<file path="src/rtl/param_processor_pkg.sv">
// Shared encodings for the param_processor core: opcodes, ALU codes, instruction fields, FSM states.
// The STACK_GUARD_EN macro adds the FAULT state used by the stack-bounds guard.
package param_processor_pkg;

   localparam logic [3:0] OP_NOP  = 4'h0;
   localparam logic [3:0] OP_LDI  = 4'h1;
   localparam logic [3:0] OP_LD   = 4'h2;
   localparam logic [3:0] OP_ST   = 4'h3;
   localparam logic [3:0] OP_JZ   = 4'h4;
   localparam logic [3:0] OP_JMP  = 4'h5;
   localparam logic [3:0] OP_JC   = 4'h6;
   localparam logic [3:0] OP_ALU  = 4'h7;
   localparam logic [3:0] OP_PUSH = 4'h8;
   localparam logic [3:0] OP_POP  = 4'h9;
   localparam logic [3:0] OP_CALL = 4'hA;
   localparam logic [3:0] OP_RET  = 4'hB;
   localparam logic [3:0] OP_HLT  = 4'hF;

   localparam logic [2:0] ALU_ADD   = 3'd0;
   localparam logic [2:0] ALU_SUB   = 3'd1;
   localparam logic [2:0] ALU_AND   = 3'd2;
   localparam logic [2:0] ALU_OR    = 3'd3;
   localparam logic [2:0] ALU_XOR   = 3'd4;
   localparam logic [2:0] ALU_UNARY = 3'd7;

   // Unary sub-operation sits in the srcB field, which unary ops do not need.
   localparam logic [2:0] UN_NOT = 3'd0;
   localparam logic [2:0] UN_MOV = 3'd1;
   localparam logic [2:0] UN_INC = 3'd2;
   localparam logic [2:0] UN_DEC = 3'd3;

   localparam int OP_MSB   = 15;
   localparam int OP_LSB   = 12;
   localparam int ALU_MSB  = 11;
   localparam int ALU_LSB  = 9;
   localparam int SRCA_MSB = 8;
   localparam int SRCA_LSB = 6;
   localparam int SRCB_MSB = 5;
   localparam int SRCB_LSB = 3;
   localparam int DST_MSB  = 2;
   localparam int DST_LSB  = 0;
   localparam int OFF_MSB  = 11;

`ifdef STACK_GUARD_EN
   typedef enum logic [3:0] {
      S_FETCH, S_DECODE, S_LDI, S_LD, S_ST, S_PUSH, S_CALL, S_POP2, S_RET2, S_HALT, S_FAULT
   } state_e;
`else
   typedef enum logic [3:0] {
      S_FETCH, S_DECODE, S_LDI, S_LD, S_ST, S_PUSH, S_CALL, S_POP2, S_RET2, S_HALT
   } state_e;
`endif

   function automatic logic signed [31:0] sext_off(input logic [OFF_MSB:0] off);
      logic signed [OFF_MSB:0] off_s;
      off_s = off;
      return 32'(off_s);
   endfunction

endpackage

</file>
<file path="src/rtl/param_processor_if.sv">
// Memory port of the param_processor core: request/ready handshake with address, write data and read data.
interface param_processor_if #(
   parameter int DATA_W = 16,
   parameter int ADDR_W = 12
);
   import param_processor_pkg::*;

   logic              mem_req;
   logic              mem_we;
   logic [ADDR_W-1:0] mem_addr;
   logic [DATA_W-1:0] mem_wdata;
   logic [DATA_W-1:0] mem_rdata;
   logic              mem_rdy;

   modport master (
      output mem_req, mem_we, mem_addr, mem_wdata,
      input  mem_rdata, mem_rdy
   );

   modport slave (
      input  mem_req, mem_we, mem_addr, mem_wdata,
      output mem_rdata, mem_rdy
   );
endinterface

</file>
<file path="src/rtl/param_processor_alu.sv">
// Combinational ALU of the param_processor core; carry bit doubles as borrow for sub/dec.
module pp_alu
   import param_processor_pkg::*;
#(
   parameter int DATA_W = 16
) (
   input  logic [DATA_W-1:0] a_i,
   input  logic [DATA_W-1:0] b_i,
   input  logic [2:0]        op_i,
   input  logic [2:0]        sub_i,
   output logic [DATA_W-1:0] result_o,
   output logic              z_o,
   output logic              c_o
);

   localparam logic [DATA_W:0] ONE = {{DATA_W{1'b0}}, 1'b1};

   logic [DATA_W:0] wide;

   // The extra top bit of wide is carry-out for add/inc and borrow for sub/dec; logic ops leave it 0.
   always_comb begin
      wide = '0;
      unique case (op_i)
         ALU_ADD: wide = {1'b0, a_i} + {1'b0, b_i};
         ALU_SUB: wide = {1'b0, a_i} - {1'b0, b_i};
         ALU_AND: wide = {1'b0, a_i & b_i};
         ALU_OR:  wide = {1'b0, a_i | b_i};
         ALU_XOR: wide = {1'b0, a_i ^ b_i};
         ALU_UNARY: begin
            unique case (sub_i)
               UN_NOT:  wide = {1'b0, ~a_i};
               UN_MOV:  wide = {1'b0, a_i};
               UN_INC:  wide = {1'b0, a_i} + ONE;
               UN_DEC:  wide = {1'b0, a_i} - ONE;
               default: wide = '0;
            endcase
         end
         default: wide = '0;
      endcase
   end

   assign result_o = wide[DATA_W-1:0];
   assign c_o      = wide[DATA_W];
   assign z_o      = (wide[DATA_W-1:0] == '0);

endmodule

</file>
<file path="src/rtl/param_processor.sv">
// Multicycle register CPU: FSM, register file and memory mux; ALU in pp_alu.
// Define STACK_GUARD_EN to enable stack-bounds checking with a sticky fault state.
module param_processor
   import param_processor_pkg::*;
#(
   parameter int DATA_W      = 16,
   parameter int ADDR_W      = 12,
   parameter int NREG        = 8,
   parameter int RESET_PC    = 0,
   parameter int STACK_BASE  = 'hFFF,
   parameter int STACK_LIMIT = 'hF00
) (
   input  logic                 clk,
   input  logic                 rst_n,
   param_processor_if.master    mem,
   output logic                 halted,
   output logic                 fault
);

   localparam int              RIDX_W = $clog2(NREG);
   localparam int              SP_IDX = NREG - 1;
   localparam logic [ADDR_W-1:0] PC_RST = ADDR_W'(RESET_PC);
   localparam logic [ADDR_W-1:0] SP_RST = ADDR_W'(STACK_BASE);
   localparam logic [ADDR_W-1:0] A_ONE  = ADDR_W'(1);

   state_e              state_q, state_d;
   logic [ADDR_W-1:0]   pc_q, pc_d;
   logic [15:0]         ir_q, ir_d;
   logic                z_q, z_d;
   logic                c_q, c_d;
   logic                halted_q, halted_d;
   logic [DATA_W-1:0]   regs_q [NREG];

   logic                rf_we;
   logic [RIDX_W-1:0]   rf_waddr;
   logic [DATA_W-1:0]   rf_wdata;

   logic [3:0]          opc;
   logic [RIDX_W-1:0]   dst, srca, srcb;
   logic [DATA_W-1:0]   a_val, b_val;
   logic [ADDR_W-1:0]   sp, sp_inc, sp_dec, pc_rel;
   logic [DATA_W-1:0]   alu_res;
   logic                alu_z, alu_c;

   assign opc    = ir_q[OP_MSB:OP_LSB];
   assign dst    = RIDX_W'(ir_q[DST_MSB:DST_LSB]);
   assign srca   = RIDX_W'(ir_q[SRCA_MSB:SRCA_LSB]);
   assign srcb   = RIDX_W'(ir_q[SRCB_MSB:SRCB_LSB]);
   assign a_val  = regs_q[srca];
   assign b_val  = regs_q[srcb];
   assign sp     = regs_q[SP_IDX][ADDR_W-1:0];
   assign sp_inc = sp + A_ONE;
   assign sp_dec = sp - A_ONE;
   // Offsets are relative to the already-incremented pc and wrap modulo 2^ADDR_W.
   assign pc_rel = pc_q + ADDR_W'(sext_off(ir_q[OFF_MSB:0]));

   pp_alu #(.DATA_W(DATA_W)) u_alu (
      .a_i      (a_val),
      .b_i      (b_val),
      .op_i     (ir_q[ALU_MSB:ALU_LSB]),
      .sub_i    (ir_q[SRCB_MSB:SRCB_LSB]),
      .result_o (alu_res),
      .z_o      (alu_z),
      .c_o      (alu_c)
   );

`ifdef STACK_GUARD_EN
   localparam logic [ADDR_W-1:0] SP_LIM = ADDR_W'(STACK_LIMIT);
   logic fault_q, fault_d;
`endif

   always_ff @(posedge clk or negedge rst_n) begin
      if (!rst_n) begin
         state_q  <= S_FETCH;
         pc_q     <= PC_RST;
         ir_q     <= '0;
         z_q      <= 1'b0;
         c_q      <= 1'b0;
         halted_q <= 1'b0;
`ifdef STACK_GUARD_EN
         fault_q  <= 1'b0;
`endif
      end else begin
         state_q  <= state_d;
         pc_q     <= pc_d;
         ir_q     <= ir_d;
         z_q      <= z_d;
         c_q      <= c_d;
         halted_q <= halted_d;
`ifdef STACK_GUARD_EN
         fault_q  <= fault_d;
`endif
      end
   end

   always_ff @(posedge clk or negedge rst_n) begin
      if (!rst_n) begin
         for (int i = 0; i < NREG; i++) begin
            regs_q[i] <= (i == SP_IDX) ? DATA_W'(SP_RST) : '0;
         end
      end else if (rf_we) begin
         regs_q[rf_waddr] <= rf_wdata;
      end
   end

   // Next-state and register-file write port; a single write per cycle covers SP updates too.
   always_comb begin
      state_d  = state_q;
      pc_d     = pc_q;
      ir_d     = ir_q;
      z_d      = z_q;
      c_d      = c_q;
      halted_d = halted_q;
      rf_we    = 1'b0;
      rf_waddr = dst;
      rf_wdata = mem.mem_rdata;
`ifdef STACK_GUARD_EN
      fault_d  = fault_q;
`endif
      unique case (state_q)
         S_FETCH: begin
            if (mem.mem_rdy) begin
               ir_d    = mem.mem_rdata[15:0];
               pc_d    = pc_q + A_ONE;
               state_d = S_DECODE;
            end
         end
         S_DECODE: begin
            state_d = S_FETCH;
            unique case (opc)
               OP_LDI: state_d = S_LDI;
               OP_LD:  state_d = S_LD;
               OP_ST:  state_d = S_ST;
               OP_JZ:  if (z_q) pc_d = pc_rel;
               OP_JMP: pc_d = pc_rel;
               OP_JC:  if (c_q) pc_d = pc_rel;
               OP_ALU: begin
                  rf_we    = 1'b1;
                  rf_wdata = alu_res;
                  z_d      = alu_z;
                  c_d      = alu_c;
               end
               OP_PUSH, OP_CALL: begin
`ifdef STACK_GUARD_EN
                  if (sp < SP_LIM) begin
                     fault_d = 1'b1;
                     state_d = S_FAULT;
                  end else
`endif
                  state_d = (opc == OP_PUSH) ? S_PUSH : S_CALL;
               end
               OP_POP, OP_RET: begin
`ifdef STACK_GUARD_EN
                  if (sp == SP_RST) begin
                     fault_d = 1'b1;
                     state_d = S_FAULT;
                  end else
`endif
                  begin
                     rf_we    = 1'b1;
                     rf_waddr = RIDX_W'(SP_IDX);
                     rf_wdata = DATA_W'(sp_inc);
                     state_d  = (opc == OP_POP) ? S_POP2 : S_RET2;
                  end
               end
               OP_HLT: begin
                  halted_d = 1'b1;
                  state_d  = S_HALT;
               end
               default: state_d = S_FETCH;
            endcase
         end
         S_LDI: begin
            if (mem.mem_rdy) begin
               rf_we   = 1'b1;
               pc_d    = pc_q + A_ONE;
               state_d = S_FETCH;
            end
         end
         S_LD, S_POP2: begin
            if (mem.mem_rdy) begin
               rf_we   = 1'b1;
               state_d = S_FETCH;
            end
         end
         S_ST: begin
            if (mem.mem_rdy) state_d = S_FETCH;
         end
         S_PUSH, S_CALL: begin
            if (mem.mem_rdy) begin
               rf_we    = 1'b1;
               rf_waddr = RIDX_W'(SP_IDX);
               rf_wdata = DATA_W'(sp_dec);
               if (state_q == S_CALL) pc_d = pc_rel;
               state_d  = S_FETCH;
            end
         end
         S_RET2: begin
            if (mem.mem_rdy) begin
               pc_d    = mem.mem_rdata[ADDR_W-1:0];
               state_d = S_FETCH;
            end
         end
         S_HALT: state_d = S_HALT;
`ifdef STACK_GUARD_EN
         S_FAULT: state_d = S_FAULT;
`endif
         default: state_d = S_FETCH;
      endcase
   end

   // Memory outputs depend on state and registers only, so they hold steady through wait states.
   always_comb begin
      mem.mem_req   = 1'b0;
      mem.mem_we    = 1'b0;
      mem.mem_addr  = pc_q;
      mem.mem_wdata = a_val;
      unique case (state_q)
         S_FETCH, S_LDI: mem.mem_req = 1'b1;
         S_LD: begin
            mem.mem_req  = 1'b1;
            mem.mem_addr = b_val[ADDR_W-1:0];
         end
         S_ST: begin
            mem.mem_req  = 1'b1;
            mem.mem_we   = 1'b1;
            mem.mem_addr = b_val[ADDR_W-1:0];
         end
         S_PUSH: begin
            mem.mem_req   = 1'b1;
            mem.mem_we    = 1'b1;
            mem.mem_addr  = sp;
            mem.mem_wdata = b_val;
         end
         S_CALL: begin
            mem.mem_req   = 1'b1;
            mem.mem_we    = 1'b1;
            mem.mem_addr  = sp;
            mem.mem_wdata = DATA_W'(pc_q);
         end
         S_POP2, S_RET2: begin
            mem.mem_req  = 1'b1;
            mem.mem_addr = sp;
         end
         default: mem.mem_req = 1'b0;
      endcase
   end

   assign halted = halted_q;
`ifdef STACK_GUARD_EN
   assign fault = fault_q;
`else
   assign fault = 1'b0;
`endif

endmodule

</file>
<file path="src/flat_wrapper.sv">
// flat-port wrapper written by rule: the top's interface ports become plain ports
module param_processor_flat import param_processor_pkg::*;
#(
   parameter int DATA_W      = 16,
   parameter int ADDR_W      = 12,
   parameter int NREG        = 8,
   parameter int RESET_PC    = 0,
   parameter int STACK_BASE  = 'hFFF,
   parameter int STACK_LIMIT = 'hF00
)
  (clk, rst_n, halted, fault, mem_mem_req, mem_mem_we, mem_mem_addr, mem_mem_wdata, mem_mem_rdata, mem_mem_rdy);
  param_processor_if #(.DATA_W(DATA_W), .ADDR_W(ADDR_W)) mem_i ();
  input  logic clk;
  input  logic rst_n;
  output logic halted;
  output logic fault;
  output wire logic [$bits(mem_i.mem_req)-1:0] mem_mem_req;
  output wire logic [$bits(mem_i.mem_we)-1:0] mem_mem_we;
  output wire logic [$bits(mem_i.mem_addr)-1:0] mem_mem_addr;
  output wire logic [$bits(mem_i.mem_wdata)-1:0] mem_mem_wdata;
  input wire logic [$bits(mem_i.mem_rdata)-1:0] mem_mem_rdata;
  input wire logic [$bits(mem_i.mem_rdy)-1:0] mem_mem_rdy;
  assign mem_mem_req = mem_i.mem_req;
  assign mem_mem_we = mem_i.mem_we;
  assign mem_mem_addr = mem_i.mem_addr;
  assign mem_mem_wdata = mem_i.mem_wdata;
  assign mem_i.mem_rdata = mem_mem_rdata;
  assign mem_i.mem_rdy = mem_mem_rdy;
  param_processor #(.DATA_W(DATA_W), .ADDR_W(ADDR_W), .NREG(NREG), .RESET_PC(RESET_PC), .STACK_BASE(STACK_BASE), .STACK_LIMIT(STACK_LIMIT)) u_core (.clk(clk), .rst_n(rst_n), .mem(mem_i), .halted(halted), .fault(fault));
endmodule
</file>
<file path="config.mk">
export PLATFORM = sky130hd
export DESIGN_NAME = param_processor_flat
export DESIGN_NICKNAME = d
export VERILOG_FILES = /design/src/rtl/param_processor_pkg.sv /design/src/rtl/param_processor_if.sv /design/src/rtl/param_processor_alu.sv /design/src/rtl/param_processor.sv /design/src/flat_wrapper.sv
export SDC_FILE = /design/constraint.sdc
export NUM_CORES = 1
export LEC_CHECK = 0
export BUFFER_PORTS_ARGS = -buffer_cell sky130_fd_sc_hd__buf_2
export CORE_UTILIZATION = 35
export CTS_BUF_LIST = sky130_fd_sc_hd__clkbuf_8
export DETAILED_ROUTE_END_ITERATION = 6
export PLACE_DENSITY_LB_ADDON = 0.2
export RECOVER_POWER = 100
export SYNTH_ARGS = -nofsm -noshare
export SYNTH_HDL_FRONTEND = slang
export SYNTH_HIERARCHICAL = 1
export SYNTH_SLANG_ARGS = --single-unit
</file>
<file path="constraint.sdc">
create_clock -name clk -period 7.78 [get_ports clk]
set_input_delay 0.778 -clock clk [delete_from_list [all_inputs] [get_ports clk]]
set_output_delay 0.778 -clock clk [all_outputs]
set_load 0.005 [all_outputs]
</file>
==> impl_metrics.toml <==
[status]
status = "complete, but fails checks"
violations = "max-capacitance violations, max-slew violations"

[synth]
yosysUniqueCellTypes = 84
synth.most_common_cell = "dfrtp_1"
synth_top_area_share_pct = 28.6
synth_edf_count = 0
ys_seq_area_share_pct = 31.0
synth_area_per_cell_um2 = 9.21
ys_warn_count = 6
synth_commonest_cells = "dfrtp_1, nor2_1, a21oi_1"
synth.largest_area_cell = "dfrtp_1"
synthCells = 1433
synthFlopType = "dfrtp_1"
yosys_register_bits = 163
netlist_top_cells_area = "dfrtp_1, mux4_2, ha_1, a21oi_1, nor2_1"
syn_area_um2 = 13200
syn-num-nets = 1532
synthArstFlopShare_pct = 100

[hold_path]
hp-class = "reg2reg"
min_path_cells = 2

[clock_network]
cts-htree-levels = 4
path_clk_slew_ns = 0.09
cts_inserted_buffers = 17
ctsHoldBuffers = 0
cts_setup_buffers = 0
cts-root-buf = "clkbuf_8"
cts.sinks = 163
cts.path.max_buffers = 2
clock_latency_ns = 0.48
cts_tree = "built"
cts_resized = 0

[critical_path]
slowest_delay_ns = 1.22
critPathArrivalTime_ns = 6.94
required_ns = 8.08
cp_num_buf_inv = 2
r2r_cells = 20
crit_path_max_fanout = 27
crit_slowest_cell = "dfrtp_1"
cp.depth = 20
cp-start-kind = "flip-flop"
end_kind = "flip-flop"
crit_family = "compound AO/OA/AOI/OAI gates"
path_class = "reg2reg"
crit_path_cell_trace = "buf_4 -> mux4_2 -> mux2i_1 -> inv_1 -> nor3_1 -> nand2_1 -> nand2_1 -> xnor2_1 -> ha_1 -> and3_1 -> a221oi_1 -> xor2_1 -> o21ai_0 -> a31o_1 -> nand4_1 -> a21oi_1 -> a21oi_1 -> o22ai_1 -> a311oi_1 -> o21ai_0"

[route]
drc = 0
wl_per_cell_um = 22.1
vias = 11200
vias_per_cell = 5.77
drtIter0Drc = 1193
drt-total-wl_mm = 42.9
antenna_left = 0
drt_pass1_iterations = 6

[timing]
clock_skew_ns = 0.0217
worst_pin_slew_ns = 4.81
setup_viol = 0
totalNegativeSetupSlack_ns = 0
period_needed_ns = 6.64
max_slew_margin_pct = -221
period_share_pct = 85.3
rsz0062_at_grt = "false"
hold_viol = 0
slew_viol_final = 127
max_clock_freq_mhz = 151

[floorplanning]
fp-row-count = 70
start_util_pct = 35.8
design.core.area_um2 = 36900
dieHeight_um = 196
ioPinCount = 51
die_area_um2 = 38500
die-width_um = 196

[layout]
nets = 1525
n_fill_cell = 3732
final_area_um2 = 14200
diodes = 0
drive_gt1_share_pct = 15.8
fin_cells = 1943
syn_to_final_growth_pct = 7.69

[placed_design]
dp_hpwl_mm = 31.4
dp_cells = 1911
dpl_cell_area_um2 = 13900
routabilityCongestion = 0.915
portBuffers = 49

[global_route]
antenna_found_initial = 0
grt_pass1_vias = 10900
gr-usage-all-layers_pct = 23.0
grt_max_degree = 86
grt_pass1_wl_mm = 67.0
gr-total-overflow = 0

[flow_run]
cap_violations = 2
==> sequential cells by signal, summed over array words and instances (netlist names) <==
name / cells
u_core/regs_q: 128
u_core/state_q: 4
u_core/z_q: 1
u_core/c_q: 1
u_core/pc_q: 12
u_core/halted: 1
u_core/ir_q: 16
==> worst register-to-register path: stages (launching register included) <==
cell	delay (ns)
dfrtp_1	1.22
buf_4	0.45
mux4_2	0.34
mux2i_1	0.39
inv_1	0.19
nor3_1	0.28
nand2_1	0.13
nand2_1	0.12
xnor2_1	0.14
ha_1	0.32
and3_1	0.20
a221oi_1	0.42
xor2_1	0.18
o21ai_0	0.10
a31o_1	0.27
nand4_1	0.12
a21oi_1	0.08
a21oi_1	0.17
o22ai_1	0.11
a311oi_1	1.02
o21ai_0	0.23
==> per-stage QoR <==
| stage | setup slack, ns | hold slack [ns] | utilization, % |
|---|---|---|---|
| 6_report | 1.14 | 0.507 | 38.6 |
| 5_1_grt | 0.774 | 0.534 | 38.6 |
| 4_1_cts | 1.66 | 0.377 | 38.8 |
| 3_5_place_dp | 1.68 | 0.493 | 37.6 |
| 3_3_place_gp | 1.85 | 0.477 | 37.6 |
| 2_1_floorplan | 2.67 | 0.461 | - |
==> worst paths after layout <==
path | from | slack [ns] | to
worst max-delay path | u_core/ir_q[4]$_DFFE_PN0P_ | 1.14 | u_core/regs_q[118]$_DFFE_PN0P_
worst max register to register | u_core/ir_q[4]$_DFFE_PN0P_ | 1.14 | u_core/regs_q[118]$_DFFE_PN0P_
worst min-delay path | u_core/regs_q[124]$_DFFE_PN0P_ | 0.51 | u_core/regs_q[124]$_DFFE_PN0P_
worst min register to register | u_core/regs_q[124]$_DFFE_PN0P_ | 0.51 | u_core/regs_q[124]$_DFFE_PN0P_
min in group asynchronous | rst_n | 2.04 | u_core/regs_q[95]$_DFFE_PN0P_
max in group asynchronous | rst_n | 2.11 | u_core/regs_q[62]$_DFFE_PN0P_
==> per-layer routing <==
layer | share of wire [%] | wire length (um) | GRT usage [%] | vias to the layer above
met1 | 44 | 18900 | 31.7 | 5526
met5 | 0 | 0 | 0 | -
met2 | 48 | 20400 | 37.9 | 394
met4 | 2.6 | 1100 | 6.74 | 0
met3 | 5.9 | 2520 | 2.56 | 50
li1 | - | - | - | 5241
==> cell usage in the layout, fill, tap and decap left out, types with 14 or more instances in the layout <==
cell type and instances:
clkbuf_1 18, nand3_1 20, o21ai_0 100, buf_2 33, dfrtp_1 150, nor2_1 145
and2_1 17, xor2_1 25, buf_4 22, mux2i_1 18, inv_1 65, nand2b_1 17
a22oi_1 24, nand2_1 117, nor3_1 18, o211ai_1 14, mux4_2 64, xnor2_1 52
ha_1 77, mux2_2 42, a21oi_1 127, clkbuf_8 21
==> layout make-up <==
type | count | area [um^2] | area share [%]
multi-input combinational | 1106 | 8430 | 59.3
sequential | 163 | 4100 | 28.8
tap | 504 | 631 | 4.44
timing repair buffer | 74 | 403 | 2.83
clock buffer | 21 | 289 | 2.03
inverter | 64 | 240 | 1.69
clock inverter | 11 | 125 | 0.880
==> kinds of logic after synthesis <==
logic type | count (synthesis) | share of synthesized area (%)
flops | 163 | 31.0
simple gates | 428 | 15.8
compound gates | 389 | 18.8
other cells | 1 | 0.0284
xor+xnor | 77 | 5.11
mux | 131 | 16.5
fa+ha+maj | 80 | 7.75
buf+inv | 164 | 5.01
Power is left out: the tool's default activity adds up to more than one toggle a clock period on the data nets, which glitch-free logic cannot reach.
